File: src/rtl/mem_pkg.sv
// mem_pkg: packet-memory addressing shared by the buffer, forwarding and queue stages.
package mem_pkg;
    localparam int ADDR_W = 16;
endpackage

File: src/rtl/fwd_pkg.sv
// fwd_pkg: forwarding-stage types; the descriptor carries a fixed-width port field
// so one struct serves every NUM_PORTS up to 256.
package fwd_pkg;
    import mem_pkg::*;

    typedef enum logic [1:0] {
        IDLE     = 2'd0,
        LOOKUP   = 2'd1,
        DISPATCH = 2'd2
    } fwd_state_t;

    localparam int GROUP_BIT  = 40;
    localparam int FWD_PORT_W = 8;

    typedef struct packed {
        logic [ADDR_W-1:0]     start_ptr;
        logic [47:0]           dest_addr;
        logic [FWD_PORT_W-1:0] src_port;
    } fwd_desc_t;
endpackage

File: src/rtl/desc_fifo.sv
// desc_fifo: power-of-two descriptor queue, no bypass; ready_o is registered
// from the next occupancy so it is low exactly while the queue is full.
module desc_fifo #(
    parameter int WIDTH = 8,
    parameter int DEPTH = 4
) (
    input  logic             clk,
    input  logic             rst_n,
    input  logic             push_i,
    input  logic [WIDTH-1:0] data_i,
    input  logic             pop_i,
    output logic [WIDTH-1:0] data_o,
    output logic             empty_o,
    output logic             ready_o
);
    localparam int PW = $clog2(DEPTH);
    localparam int CW = $clog2(DEPTH + 1);

    logic [WIDTH-1:0] mem_q [DEPTH];
    logic [PW-1:0]    wr_ptr_q, wr_ptr_d;
    logic [PW-1:0]    rd_ptr_q, rd_ptr_d;
    logic [CW-1:0]    count_q, count_d;
    logic             ready_q, ready_d;

    // Next pointers and occupancy; simultaneous push and pop leave the count unchanged.
    always_comb begin
        wr_ptr_d = wr_ptr_q;
        rd_ptr_d = rd_ptr_q;
        count_d  = count_q;
        if (push_i) begin
            wr_ptr_d = wr_ptr_q + PW'(1);
        end else begin
            wr_ptr_d = wr_ptr_q;
        end
        if (pop_i) begin
            rd_ptr_d = rd_ptr_q + PW'(1);
        end else begin
            rd_ptr_d = rd_ptr_q;
        end
        case ({push_i, pop_i})
            2'b10:   count_d = count_q + CW'(1);
            2'b01:   count_d = count_q - CW'(1);
            default: count_d = count_q;
        endcase
        ready_d = (count_d != CW'(DEPTH));
    end

    // Control state registers.
    always_ff @(posedge clk or negedge rst_n) begin
        if (!rst_n) begin
            wr_ptr_q <= {PW{1'b0}};
            rd_ptr_q <= {PW{1'b0}};
            count_q  <= {CW{1'b0}};
            ready_q  <= 1'b1;
        end else begin
            wr_ptr_q <= wr_ptr_d;
            rd_ptr_q <= rd_ptr_d;
            count_q  <= count_d;
            ready_q  <= ready_d;
        end
    end

    // Entry storage needs no reset: only entries counted as occupied are read.
    always_ff @(posedge clk) begin
        if (push_i) begin
            mem_q[wr_ptr_q] <= data_i;
        end
    end

    assign data_o  = mem_q[rd_ptr_q];
    assign empty_o = (count_q == {CW{1'b0}});
    assign ready_o = ready_q;
endmodule

File: src/rtl/forward_engine.sv
// forward_engine: queues descriptors, resolves destination MACs into per-port write masks
// and holds write requests until acked. Define FWD_STATS_EN to add saturating counters.
module forward_engine
    import mem_pkg::*;
    import fwd_pkg::*;
#(
    parameter int NUM_PORTS      = 4,
    parameter int DESC_DEPTH     = 4,
    parameter int LOOKUP_TIMEOUT = 8,
    localparam int PORT_W        = $clog2(NUM_PORTS)
) (
    input  logic                        clk,
    input  logic                        rst_n,
    input  logic                        desc_valid_i,
    output logic                        desc_ready_o,
    input  logic [ADDR_W-1:0]           desc_start_ptr_i,
    input  logic [47:0]                 desc_dest_addr_i,
    input  logic [PORT_W-1:0]           desc_src_port_i,
    output logic                        lookup_req_o,
    output logic [47:0]                 lookup_addr_o,
    input  logic                        lookup_valid_i,
    input  logic                        lookup_hit_i,
    input  logic [PORT_W-1:0]           lookup_port_i,
    output logic [NUM_PORTS-1:0]        write_reqs_o,
    input  logic [NUM_PORTS-1:0]        write_acks_i,
    output logic [NUM_PORTS*ADDR_W-1:0] start_ptrs_o,
    output logic                        drop_o,
    output logic [ADDR_W-1:0]           drop_ptr_o
`ifdef FWD_STATS_EN
    ,
    output logic [31:0]                 unicast_cnt_o,
    output logic [31:0]                 flood_cnt_o,
    output logic [31:0]                 drop_cnt_o
`endif
);
    localparam int TW = $clog2(LOOKUP_TIMEOUT + 1);
    localparam int DW = $bits(fwd_desc_t);

    // A zero result means the port number is outside the switch.
    function automatic logic [NUM_PORTS-1:0] port_bit(input logic [FWD_PORT_W-1:0] p);
        return {{(NUM_PORTS-1){1'b0}}, 1'b1} << p;
    endfunction

    fwd_desc_t              push_desc_s, head_s;
    logic                   push_s, pop_s, fifo_empty_s;
    logic                   uni_inc_s, flood_inc_s;
    logic [NUM_PORTS-1:0]   head_bit_s, cur_bit_s, rsp_bit_s;

    fwd_state_t                  state_q, state_d;
    fwd_desc_t                   cur_q, cur_d;
    logic [NUM_PORTS-1:0]        pending_q, pending_d;
    logic [TW-1:0]               tmo_q, tmo_d;
    logic                        lookup_req_q, lookup_req_d;
    logic [47:0]                 lookup_addr_q, lookup_addr_d;
    logic                        drop_q, drop_d;
    logic [ADDR_W-1:0]           drop_ptr_q, drop_ptr_d;
    logic [NUM_PORTS*ADDR_W-1:0] start_ptrs_q, start_ptrs_d;

    assign push_s      = desc_valid_i && desc_ready_o;
    assign push_desc_s = '{start_ptr: desc_start_ptr_i,
                           dest_addr: desc_dest_addr_i,
                           src_port:  FWD_PORT_W'(desc_src_port_i)};
    assign head_bit_s  = port_bit(head_s.src_port);
    assign cur_bit_s   = port_bit(cur_q.src_port);
    assign rsp_bit_s   = port_bit(FWD_PORT_W'(lookup_port_i));

    desc_fifo #(
        .WIDTH (DW),
        .DEPTH (DESC_DEPTH)
    ) u_desc_fifo (
        .clk     (clk),
        .rst_n   (rst_n),
        .push_i  (push_s),
        .data_i  (push_desc_s),
        .pop_i   (pop_s),
        .data_o  (head_s),
        .empty_o (fifo_empty_s),
        .ready_o (desc_ready_o)
    );

    // Next-state and next-output logic for the pop / lookup / dispatch sequence.
    always_comb begin
        state_d       = state_q;
        cur_d         = cur_q;
        pending_d     = pending_q;
        tmo_d         = tmo_q;
        lookup_req_d  = 1'b0;
        lookup_addr_d = lookup_addr_q;
        drop_d        = 1'b0;
        drop_ptr_d    = drop_ptr_q;
        pop_s         = 1'b0;
        uni_inc_s     = 1'b0;
        flood_inc_s   = 1'b0;
        start_ptrs_d  = {(NUM_PORTS*ADDR_W){1'b0}};
        case (state_q)
            IDLE: begin
                if (!fifo_empty_s) begin
                    pop_s = 1'b1;
                    cur_d = head_s;
                    if (head_bit_s == {NUM_PORTS{1'b0}}) begin
                        drop_d     = 1'b1;
                        drop_ptr_d = head_s.start_ptr;
                        state_d    = IDLE;
                    end else if (head_s.dest_addr[GROUP_BIT]) begin
                        pending_d   = ~head_bit_s;
                        flood_inc_s = 1'b1;
                        state_d     = DISPATCH;
                    end else begin
                        lookup_req_d  = 1'b1;
                        lookup_addr_d = head_s.dest_addr;
                        tmo_d         = {TW{1'b0}};
                        state_d       = LOOKUP;
                    end
                end else begin
                    state_d = IDLE;
                end
            end
            LOOKUP: begin
                tmo_d = tmo_q + TW'(1);
                // tmo_q == 0 is the request cycle, where a response is not yet legal.
                if ((tmo_q != {TW{1'b0}}) && lookup_valid_i) begin
                    if (!lookup_hit_i) begin
                        pending_d   = ~cur_bit_s;
                        flood_inc_s = 1'b1;
                        state_d     = DISPATCH;
                    end else if ((rsp_bit_s == {NUM_PORTS{1'b0}}) || (rsp_bit_s == cur_bit_s)) begin
                        drop_d     = 1'b1;
                        drop_ptr_d = cur_q.start_ptr;
                        state_d    = IDLE;
                    end else begin
                        pending_d = rsp_bit_s;
                        uni_inc_s = 1'b1;
                        state_d   = DISPATCH;
                    end
                end else if (tmo_q == TW'(LOOKUP_TIMEOUT)) begin
                    pending_d   = ~cur_bit_s;
                    flood_inc_s = 1'b1;
                    state_d     = DISPATCH;
                end else begin
                    state_d = LOOKUP;
                end
            end
            DISPATCH: begin
                pending_d = pending_q & ~write_acks_i;
                if (pending_d == {NUM_PORTS{1'b0}}) begin
                    state_d = IDLE;
                end else begin
                    state_d = DISPATCH;
                end
            end
            default: begin
                pending_d = {NUM_PORTS{1'b0}};
                state_d   = IDLE;
            end
        endcase
        for (int i = 0; i < NUM_PORTS; i++) begin
            if (pending_d[i]) begin
                start_ptrs_d[i*ADDR_W +: ADDR_W] = cur_d.start_ptr;
            end else begin
                start_ptrs_d[i*ADDR_W +: ADDR_W] = {ADDR_W{1'b0}};
            end
        end
    end

    // Engine state and registered outputs.
    always_ff @(posedge clk or negedge rst_n) begin
        if (!rst_n) begin
            state_q       <= IDLE;
            cur_q         <= '{start_ptr: {ADDR_W{1'b0}}, dest_addr: 48'd0, src_port: {FWD_PORT_W{1'b0}}};
            pending_q     <= {NUM_PORTS{1'b0}};
            tmo_q         <= {TW{1'b0}};
            lookup_req_q  <= 1'b0;
            lookup_addr_q <= 48'd0;
            drop_q        <= 1'b0;
            drop_ptr_q    <= {ADDR_W{1'b0}};
            start_ptrs_q  <= {(NUM_PORTS*ADDR_W){1'b0}};
        end else begin
            state_q       <= state_d;
            cur_q         <= cur_d;
            pending_q     <= pending_d;
            tmo_q         <= tmo_d;
            lookup_req_q  <= lookup_req_d;
            lookup_addr_q <= lookup_addr_d;
            drop_q        <= drop_d;
            drop_ptr_q    <= drop_ptr_d;
            start_ptrs_q  <= start_ptrs_d;
        end
    end

    assign lookup_req_o  = lookup_req_q;
    assign lookup_addr_o = lookup_addr_q;
    assign write_reqs_o  = pending_q;
    assign start_ptrs_o  = start_ptrs_q;
    assign drop_o        = drop_q;
    assign drop_ptr_o    = drop_ptr_q;

`ifdef FWD_STATS_EN
    function automatic logic [31:0] sat_inc(input logic [31:0] v, input logic en);
        return (en && (v != 32'hFFFF_FFFF)) ? v + 32'd1 : v;
    endfunction

    logic [31:0] uni_cnt_q, uni_cnt_d;
    logic [31:0] flood_cnt_q, flood_cnt_d;
    logic [31:0] drop_cnt_q, drop_cnt_d;

    // Saturating event counters.
    always_comb begin
        uni_cnt_d   = sat_inc(uni_cnt_q, uni_inc_s);
        flood_cnt_d = sat_inc(flood_cnt_q, flood_inc_s);
        drop_cnt_d  = sat_inc(drop_cnt_q, drop_d);
    end

    // Counter registers.
    always_ff @(posedge clk or negedge rst_n) begin
        if (!rst_n) begin
            uni_cnt_q   <= 32'd0;
            flood_cnt_q <= 32'd0;
            drop_cnt_q  <= 32'd0;
        end else begin
            uni_cnt_q   <= uni_cnt_d;
            flood_cnt_q <= flood_cnt_d;
            drop_cnt_q  <= drop_cnt_d;
        end
    end

    assign unicast_cnt_o = uni_cnt_q;
    assign flood_cnt_o   = flood_cnt_q;
    assign drop_cnt_o    = drop_cnt_q;
`else
    logic unused_stats_s;
    assign unused_stats_s = uni_inc_s ^ flood_inc_s;
`endif
endmodule

File: config.mk
export PLATFORM = sky130hd
export DESIGN_NAME = forward_engine
export DESIGN_NICKNAME = d
export VERILOG_FILES = /design/src/rtl/mem_pkg.sv /design/src/rtl/fwd_pkg.sv /design/src/rtl/desc_fifo.sv /design/src/rtl/forward_engine.sv
export SDC_FILE = /design/constraint.sdc
export NUM_CORES = 1
export LEC_CHECK = 0
export ABC_AREA = 0
export BUFFER_PORTS_ARGS = -buffer_cell sky130_fd_sc_hd__buf_2
export CORE_MARGIN = 2
export CORE_UTILIZATION = 55
export CTS_CLUSTER_SIZE = 24
export DETAILED_ROUTE_END_ITERATION = 16
export GPL_TIMING_DRIVEN = 0
export PLACE_DENSITY_LB_ADDON = 0.12
export SLEW_MARGIN = 20
export SYNTH_ARGS = -nofsm -noshare
export SYNTH_HDL_FRONTEND = slang
export SYNTH_SLANG_ARGS = --single-unit
File: constraint.sdc
create_clock -name clk -period 6 [get_ports clk]
set_input_delay 0.3 -clock clk [delete_from_list [all_inputs] [get_ports clk]]
set_output_delay 0.3 -clock clk [all_outputs]
set_load 0.005 [all_outputs]
Yosys cells after proc, flatten, opt, wreduce, memory -nomap -nowiden
Memories as Yosys holds them, arrays and structs flattened.
Cells that the tools add are included.
{"block": "classes", "addsub": 5, "eq_ne": 14, "n_shift": 3, "n_mux": 48, "bitwise": 7, "n_reduce_logical": 14}
{"cell": "two-way mux 16 bit", "count": 9}
{"cell": "two-way mux 72 bit", "count": 2}
{"cell": "two-way mux 4 bit", "count": 10}
{"cell": "case mux 16 bit (2 select lines)", "count": 1}
{"cell": "two-way mux 2 bit", "count": 8}
{"cell": "<< shifter 1 x 8 -> 4 bit, first input constant", "count": 2}
{"cell": "!= test 2 bit, second input constant", "count": 7}
{"cell": "two-way mux 1 bit", "count": 13}
{"cell": "logical NOT 4 bit", "count": 3}
{"cell": "inverter 4 bit", "count": 3}
{"cell": "case mux 4 bit (3 select lines)", "count": 1}
{"cell": "case mux 4 bit (2 select lines)", "count": 1}
{"cell": "AND reduction 4 bit", "count": 2}
{"cell": "case mux 2 bit (3 select lines)", "count": 1}
{"cell": "case mux 3 bit (2 select lines)", "count": 1}
{"cell": "AND reduction 6 bit", "count": 1}
{"cell": "adder 2 x 1 -> 2 bit, second input constant", "count": 2}
{"cell": "adder 4 x 1 -> 4 bit, second input constant", "count": 1}
{"cell": "bitwise AND 4 bit", "count": 1}
{"cell": "equality test 2 x 1 -> 1 bit, second input constant", "count": 2}
{"cell": "equality test 2 bit, second input constant", "count": 2}
{"cell": "equality test 4 bit", "count": 1}
{"cell": "equality test 4 bit, second input constant", "count": 1}
{"cell": "nonzero test 4 bit", "count": 1}
{"cell": "other kinds (12)", "count": 15}
{"block": "totals", "register_bits": 219, "mem_bits_rw": 264, "input_bits": 77, "out_inout_bits": 135, "wordCells": 107, "memories": 1}
{"memory": "u_desc_fifo.mem_q", "depth": 4, "word_bits": 66, "rd": 1, "rd_clocked_by_memory_dff": 0, "write_ports": 1, "line_no": "desc_fifo.sv:19", "rtl": "logic [WIDTH-1:0] mem_q [DEPTH];"}

Depth between registers and ports, before layout
Gate-level depths: netlist (run 1).
{"block": "depth", "word_depth": 8, "ltp_mapped": 11, "ltp_nobuf": 10}

By module
A second synthesis (run 1) with hierarchy kept.
{"block": "hier_totals", "hier_cells": 931, "area_unflattened_um2": 17284.1}
{"module": "desc_fifo", "instances": 1, "cells_per_inst": 415, "area_each_um2": 10821.6, "seq_area_each_um2": 8849.7}
{"module": "forward_engine", "instances": 1, "cells_per_inst": 516, "area_each_um2": 6462.4, "seq_area_each_um2": 4078.9}

Least setup slack after synthesis (run 1)
Ideal clock, no wire load.
{"block": "synth_timing", "path_kind": "register -> register", "startpoint": "register u_desc_fifo.wr_ptr_q[0]", "endpoint": "memory u_desc_fifo.mem_q[2][0] (netlist name), enable pin", "setup_time_ps": 431, "arrival_ps": 2212, "t_required_ps": 5569, "slack_ps": 3356, "path_stages_with_launch": 4, "path_buffers": 0, "period_less_slack_ps": 2644, "cell_sequence": "dfrtp_1 inv_1 ha_1 and3_1"}
{"item": "start, declared", "line_no": "desc_fifo.sv:20", "rtl": "logic [PW-1:0] wr_ptr_q, wr_ptr_d;"}
{"item": "start signal, assigned", "line_no": "desc_fifo.sv:51", "rtl": "wr_ptr_q <= {PW{1'b0}};"}
{"item": "start signal, assigned", "line_no": "desc_fifo.sv:56", "rtl": "wr_ptr_q <= wr_ptr_d;"}
{"item": "end, declared", "line_no": "desc_fifo.sv:19"}
No word-level cell before the write port.

Final worst setup path (run 1)
{"block": "layout_timing", "startpoint": "register state_q[1]", "endpoint": "register lookup_addr_q[23], in the netlist lookup_addr_o[23]"}
{"block": "layout_between", "elab_chain_cells": 2}
{"item": "start, declared", "line_no": "forward_engine.sv:49", "rtl": "fwd_state_t state_q, state_d;"}
{"item": "start signal, assigned", "line_no": "forward_engine.sv:178", "rtl": "state_q <= state_d;"}
{"item": "logical NOT 2 bit", "line_no": "forward_engine.sv:95", "rtl": "case (state_q)"}
{"item": "AND reduction 4 bit (no source line)"}
{"item": "end signal, assigned", "line_no": "forward_engine.sv:183", "rtl": "lookup_addr_q <= lookup_addr_d;"}
{"item": "end, declared", "line_no": "forward_engine.sv:54", "rtl": "logic [47:0] lookup_addr_q, lookup_addr_d;"}
No other way between the ends.
A chain may end at the register's enable or synchronous reset.

==> results of run 1 <==
==> power breakdown <==
part	internal [µW]	switching (µW)	total (µW)
Clock	1530	1050	2580
Combinational	1530	1850	3380
Sequential	3980	289	4270
Total	7050	3190	10200
==> metal layers <==
| layer | part of all wire (%) | up-vias |
|---|---|---|
| met3 | 7.2 | 68 |
| met5 | 0 | - |
| li1 | - | 4003 |
| met1 | 40 | 4439 |
| met4 | 2.6 | 0 |
| met2 | 50 | 314 |
==> final cells by class <==
| class | instances | area (µm²) | share of cell area (%) |
|---|---|---|---|
| flip-flops and latches | 429 | 12060 | 61.02 |
| plain buffers | 45 | 219.0 | 1.108 |
| repair buffers | 283 | 1874 | 9.485 |
| multi-input cells | 358 | 3694 | 18.69 |
| well taps | 384 | 480.5 | 2.431 |
| diodes | 2 | 5.005 | 0.02533 |
| inverters | 14 | 52.55 | 0.2659 |
| clock buffers | 65 | 1259 | 6.370 |
| clock inverters | 14 | 120.1 | 0.6078 |
==> logic make-up after synthesis <==
family	after synthesis
xor+xnor	8
other cells	1
fa+ha+maj	8
compound gates	136
simple gates	74
flops	429
buf+inv	59
mux	131
==> worst max-delay path, delay by kind of cell, from the launching register on <==
kind	cells	cell delay [ps]
buffers and inverters	2	640
flip-flops	1	370
multiplexers	1	380
AND/OR/NAND/NOR	3	1310
==> sequential cells by signal, summed over array words and instances (netlist names) <==
name	flops
u_desc_fifo.rd_ptr_q	2
state_q	2
u_desc_fifo.count_q	3
write_reqs_o	4
lookup_addr_o	47
drop_ptr_o	16
cur_q	18
lookup_req_o	1
tmo_q	4
u_desc_fifo.mem_q	264
drop_o	1
start_ptrs_o	64
u_desc_fifo.wr_ptr_q	2
u_desc_fifo.ready_o	1
==> synthesized netlist by cell type, types with 2 or more instances <==
| cell | instances | share of area [%] |
|---|---|---|
| edfxtp_1 | 264 | 50 |
| and3_1 | 5 | 0.20 |
| or3_1 | 2 | 0.078 |
| dfrtp_1 | 164 | 26 |
| xnor2_1 | 4 | 0.22 |
| nor2_2 | 2 | 0.078 |
| o22ai_1 | 5 | 0.20 |
| inv_1 | 14 | 0.33 |
| o31ai_2 | 4 | 0.31 |
| ha_1 | 7 | 0.55 |
| mux2_2 | 64 | 4.5 |
| nor3_1 | 2 | 0.063 |
| nand3_1 | 18 | 0.56 |
| xor2_1 | 4 | 0.22 |
| o21ai_2 | 4 | 0.22 |
| nor2b_1 | 2 | 0.078 |
| buf_1 | 4 | 0.094 |
| a32oi_1 | 5 | 0.27 |
| buf_2 | 25 | 0.78 |
| a21o_1 | 17 | 0.80 |
| a31oi_1 | 68 | 2.7 |
| o21ai_0 | 20 | 0.63 |
| o22a_1 | 2 | 0.11 |
| nand2b_1 | 6 | 0.23 |
| mux4_2 | 66 | 9.3 |
| a2bb2oi_1 | 2 | 0.11 |
| buf_4 | 3 | 0.14 |
| a21oi_1 | 4 | 0.13 |
| nor2_1 | 7 | 0.16 |
| nand2_1 | 25 | 0.59 |
| clkbuf_1 | 12 | 0.28 |
==> per-stage QoR <==
step	cells	setup slack, ps
2_1_floorplan	846	3356
5_1_grt	1594	2974
3_3_place_gp	1440	1857
3_5_place_dp	1446	3177
6_report	1594	3171
4_1_cts	1592	3134
==> path summary, 6_finish.rpt <==
path | end | cells past startpoint | from | slack [ps]
setup / recovery | lookup_addr_o[23]$_DFFE_PN0P_ | 6 | state_q[1]$_DFF_PN0_ | 3170
hold / removal | u_desc_fifo.wr_ptr_q[0]$_DFFE_PN0P_ | 3 | desc_valid_i | 150
setup reg to reg | lookup_addr_o[23]$_DFFE_PN0P_ | 6 | state_q[1]$_DFF_PN0_ | 3170
hold reg to reg | drop_ptr_o[1]$_DFFE_PN0P_ | 1 | cur_q[57]$_DFF_PN0_ | 500
max in group asynchronous | lookup_addr_o[20]$_DFFE_PN0P_ | 3 | rst_n | 5090
min in group asynchronous | cur_q[58]$_DFF_PN0_ | 2 | rst_n | 240
==> flow_summary.ini, run 1 <==
[outcome]
status = complete, no violations

[die]
rows = 62
core-area_um2 = 28700
die_h_um = 174.6
dieWidth_um = 174.6
io_pins = 212
die_area_um2 = 30480
start_util_pct = 55.75

[timing]
max_slew_margin_pct = 37.07
setup_viol = 0
tightest_slew_ps = 938.2
finalSetupTns_ps = 0
hold_viol = 0
skew_ps = 12.01
holdWs_ps = 145.7
rsz0062_at_grt = no
max_freq_ghz = 0.3535
finalCritPeriodShare_pct = 47.15
period_minus_slack_ps = 2829
drv_slew = 0

[synthesis]
synthXorXnorAreaFrac_pct = 0.4378
syn_nets = 931
yosysSeqAreaShare_pct = 75.35
yosysWarnings = 0
async_reset_ff_share_pct = 38.46
synthMuxAreaShare_pct = 13.85
synth_top_family_by_area = multiplexers
avgSynthCellArea_um2 = 18.92
syn_area_um2 = 16000
synth_seq_cells = 429
ys.flop_type = edfxtp_1
synth_simple_gate_area_share_pct = 2.299
synth.distinct_cells = 46
synth_fa_ha_area_share_pct = 0.6724
synth_edf_count = 264
synthCells = 846
synth_compound_area_share_pct = 5.668

[cells_and_area]
drive_gt1_share_pct = 37.58
layout_commonest_cell = edfxtp_1
area_growth_syn_to_layout_pct = 23.49
fin_util_pct = 68.85
fillers = 1971
fin_area_um2 = 19760
final_cell_mix = edfxtp_1 (264), buf_2 (234), dfrtp_1 (164)
nets = 1259

[pwr]
ir_worst_vdd_v = 0.0003367
p_leak_uw = 0.007921
power.density_nw_per_um2 = 518.0
p_total_uw = 10240

[placed_design]
dp_hpwl_um = 20680
port_buffers = 210
place_congestion = 0.8692
post_dp_cell_area_um2 = 17710

[global_route]
grt_use_met1_pct = 28.72
grt_use_total_pct = 22.10
grt_pass1_vias = 9341
met3_usage_pct = 4.852
grt_overflow = 0
grt.busiest_layer = met2
antenna_found_initial = 2
grt_max_degree = 71
grt_pass1_wl_um = 51860
gr-usage-met2_pct = 37.70

[clocking]
insertion_delay_ps = 530
cts_root_buf = clkbuf_16
cts-htree-levels = 2
clockBufferDepth = 3
cts_tree = built
ctsHoldBuffers = 67
post_cts_buffers = 0
cts_resized = 0
clock-sinks = 429
path_clk_slew_ps = 60
numCtsBuffers = 43

[routing]
drc = 0
drt-initial-drc-count = 629
drt_first_pass_iters = 5
vias = 8824
antenna_left = 0
detail_route.wl_per_cell_um = 20.30
vias_per_cell = 5.536
drt-total-wl_um = 32360

[setup_path]
crit_chain = clkbuf_1 -> nor2_2 -> nand2_1 -> nor2_1 -> buf_2 -> mux2_2
criticalPathCategory = reg -> reg
crit_path_max_fanout = 10
required_ps = 6400
startpoint_type = register
max_stage_delay_ps = 670
end_kind = register
crit_slowest_cell = nor2_1
cp.arrival_ps = 3230

[run]
max_cap_violations = 0

[min_path]
hold_path.class = in -> reg
(Power assumes the default switching activity.)
==> run 2: changes to the inputs <==
--- a/config.mk
+++ b/config.mk
@@ -8,7 +8,7 @@
 export ABC_AREA = 0
 export BUFFER_PORTS_ARGS = -buffer_cell sky130_fd_sc_hd__buf_2
 export CORE_MARGIN = 2
-export CORE_UTILIZATION = 55
+export CORE_UTILIZATION = 52
 export CTS_CLUSTER_SIZE = 24
 export DETAILED_ROUTE_END_ITERATION = 16
 export GPL_TIMING_DRIVEN = 0
==> constraint.sdc (replaced) <==
create_clock -name clk -period 2.3 [get_ports clk]
set_input_delay 0.115 -clock clk [delete_from_list [all_inputs] [get_ports clk]]
set_output_delay 0.115 -clock clk [all_outputs]
set_load 0.005 [all_outputs]
==> flow_summary.ini, run 2 (synthesis results as in run 1) <==
[outcome]
status = complete, no violations

[setup_path]
cp_top_family = compound AO/OA/AOI/OAI gates
crit_path_max_fanout = 10
criticalPathCategory = reg -> reg
startpoint_type = register
crit_chain = inv_1 -> ha_1 -> and3b_1 -> a21o_1 -> a32oi_2 -> clkbuf_2 -> a31oi_1
cp.arrival_ps = 2670
end_kind = register
max_stage_delay_ps = 530
crit_slowest_cell = a32oi_2
critical_path_buf_inv_count = 2
required_ps = 2700

[cells_and_area]
insertedDiodeCount = 0
final_cell_mix = edfxtp_1 (264), buf_2 (230), dfrtp_1 (164)
layout_commonest_cell = edfxtp_1
largest_reg_flops = 264
largest_register = u_desc_fifo.mem_q
drive_gt1_share_pct = 38.89
area_growth_syn_to_layout_pct = 24.32
nets = 1263

[die]
core-area_um2 = 30430
start_util_pct = 52.59
die_h_um = 179.4
dieWidth_um = 179.4
rows = 64
die_area_um2 = 32190
io_pins = 212

[global_route]
grt_overflow = 0
grt_pass1_vias = 9218
grt_use_total_pct = 20.30
grt_max_degree = 81
grt_pass1_wl_um = 51230
antenna_found_initial = 0

[timing]
hold_viol = 0
drv_slew = 0
setup_viol = 0
finalSetupTns_ps = 0
tightest_slew_ps = 702.8
rsz0062_at_grt = yes
fin_ws_ps = 29.84
skew_ps = 10.11
period_minus_slack_ps = 2270
finalCritPeriodShare_pct = 98.70
max_slew_margin_pct = 53.15
max_freq_ghz = 0.4405

[routing]
detail_route.wl_per_cell_um = 20.32
drt_first_pass_iters = 4
route.met2.wl_um = 16480
dr_wl_met3_um = 1940
met1Wirelength_um = 13650
drt-total-wl_um = 32650
top_layer = met4
drc = 0
antenna_left = 0
drt-initial-drc-count = 530
vias = 8772
vias_per_cell = 5.459

[placed_design]
dp_hpwl_um = 20770
port_buffers = 210
place_congestion = 0.8335
pre_cts_ws_ps = -609.0

[clocking]
cts_tree = built
cts-htree-levels = 2
path_clk_slew_ps = 60
clockBufferDepth = 3
clock-sinks = 429
numCtsBuffers = 43
insertion_delay_ps = 530
cts_root_buf = clkbuf_16

[pwr]
ir_worst_vdd_v = 0.0007907
power.density_nw_per_um2 = 1345
p_leak_uw = 0.007957

[min_path]
hold_path.class = in -> async

[run]
max_cap_violations = 0
[run 2: changes by cell type in the layout (fill, tap and decap cells not counted), moves of 4 or more]
cell and change:
a32oi_1 -4, clkbuf_4 +5, clkbuf_2 +4, clkbuf_1 -4, buf_2 -4, buf_4 +4
[run 2: layout make-up]
cell class                      instances  area (µm²)
Buffer                                 45       256.5
Clock inverter                         17       135.1
Sequential cell                       429       12060
Inverter                               14       52.55
Tap cell                              396       495.5
Fill cell                            2172       10540
Multi-Input combinational cell        358        3824
Timing Repair Buffer                  287        1899
Clock buffer                           61        1174
[run 2: per-stage QoR]
stage / std cells / area (µm²) / hold WS, ps / power (µW) / utilization, %
after CTS: 1606 / 19780 / 33.59 / 26860 / 65.01
after floorplan: 846 / 16010 / -180.6 / 17000 / -
after detailed placement: 1458 / 17710 / 2.876 / 20080 / 58.22
after global placement: 1452 / 17550 / 329.3 / 19840 / 57.69
after global routing: 1607 / 19890 / 53.88 / 28250 / 65.38
final: 1607 / 19890 / 44.17 / 26760 / 65.38
[run 2: metal layers]
layer  track usage (%)  vias to the layer above
met1             26.25                     4443
li1                  -                     4007
met2             35.11                      275
met5                 0                        -
met4             5.236                        0
met3             4.558                       47
[run 2: path summary, 6_finish.rpt]
check,from,slack [ps],cells after the start,end
setup / recovery,tmo_q[0]$_DFFE_PN0P_,30,7,start_ptrs_o[54]$_DFF_PN0_
hold / removal,rst_n,40,2,cur_q[57]$_DFF_PN0_
setup reg to reg,tmo_q[0]$_DFFE_PN0P_,30,7,start_ptrs_o[54]$_DFF_PN0_
hold reg to reg,cur_q[64]$_DFF_PN0_,500,1,drop_ptr_o[8]$_DFFE_PN0P_
max in group asynchronous,rst_n,1270,4,drop_ptr_o[12]$_DFFE_PN0P_
min in group clk,lookup_valid_i,60,3,state_q[0]$_DFF_PN0_
[run 2: repair_timing]
action,in CTS,in global routing
hold buffers,68,0
pin swaps,2,3
endpoints found under the hold margin,350,0
gates resized for setup,16,29
endpoints found under the setup margin,104,76
buffers inserted,2,1
[run 2: power breakdown]
part           switching, µW  internal (µW)  total [µW]
Sequential               776          10400       11200
Combinational           4940           4160        9100
Clock                   2720           3780        6500
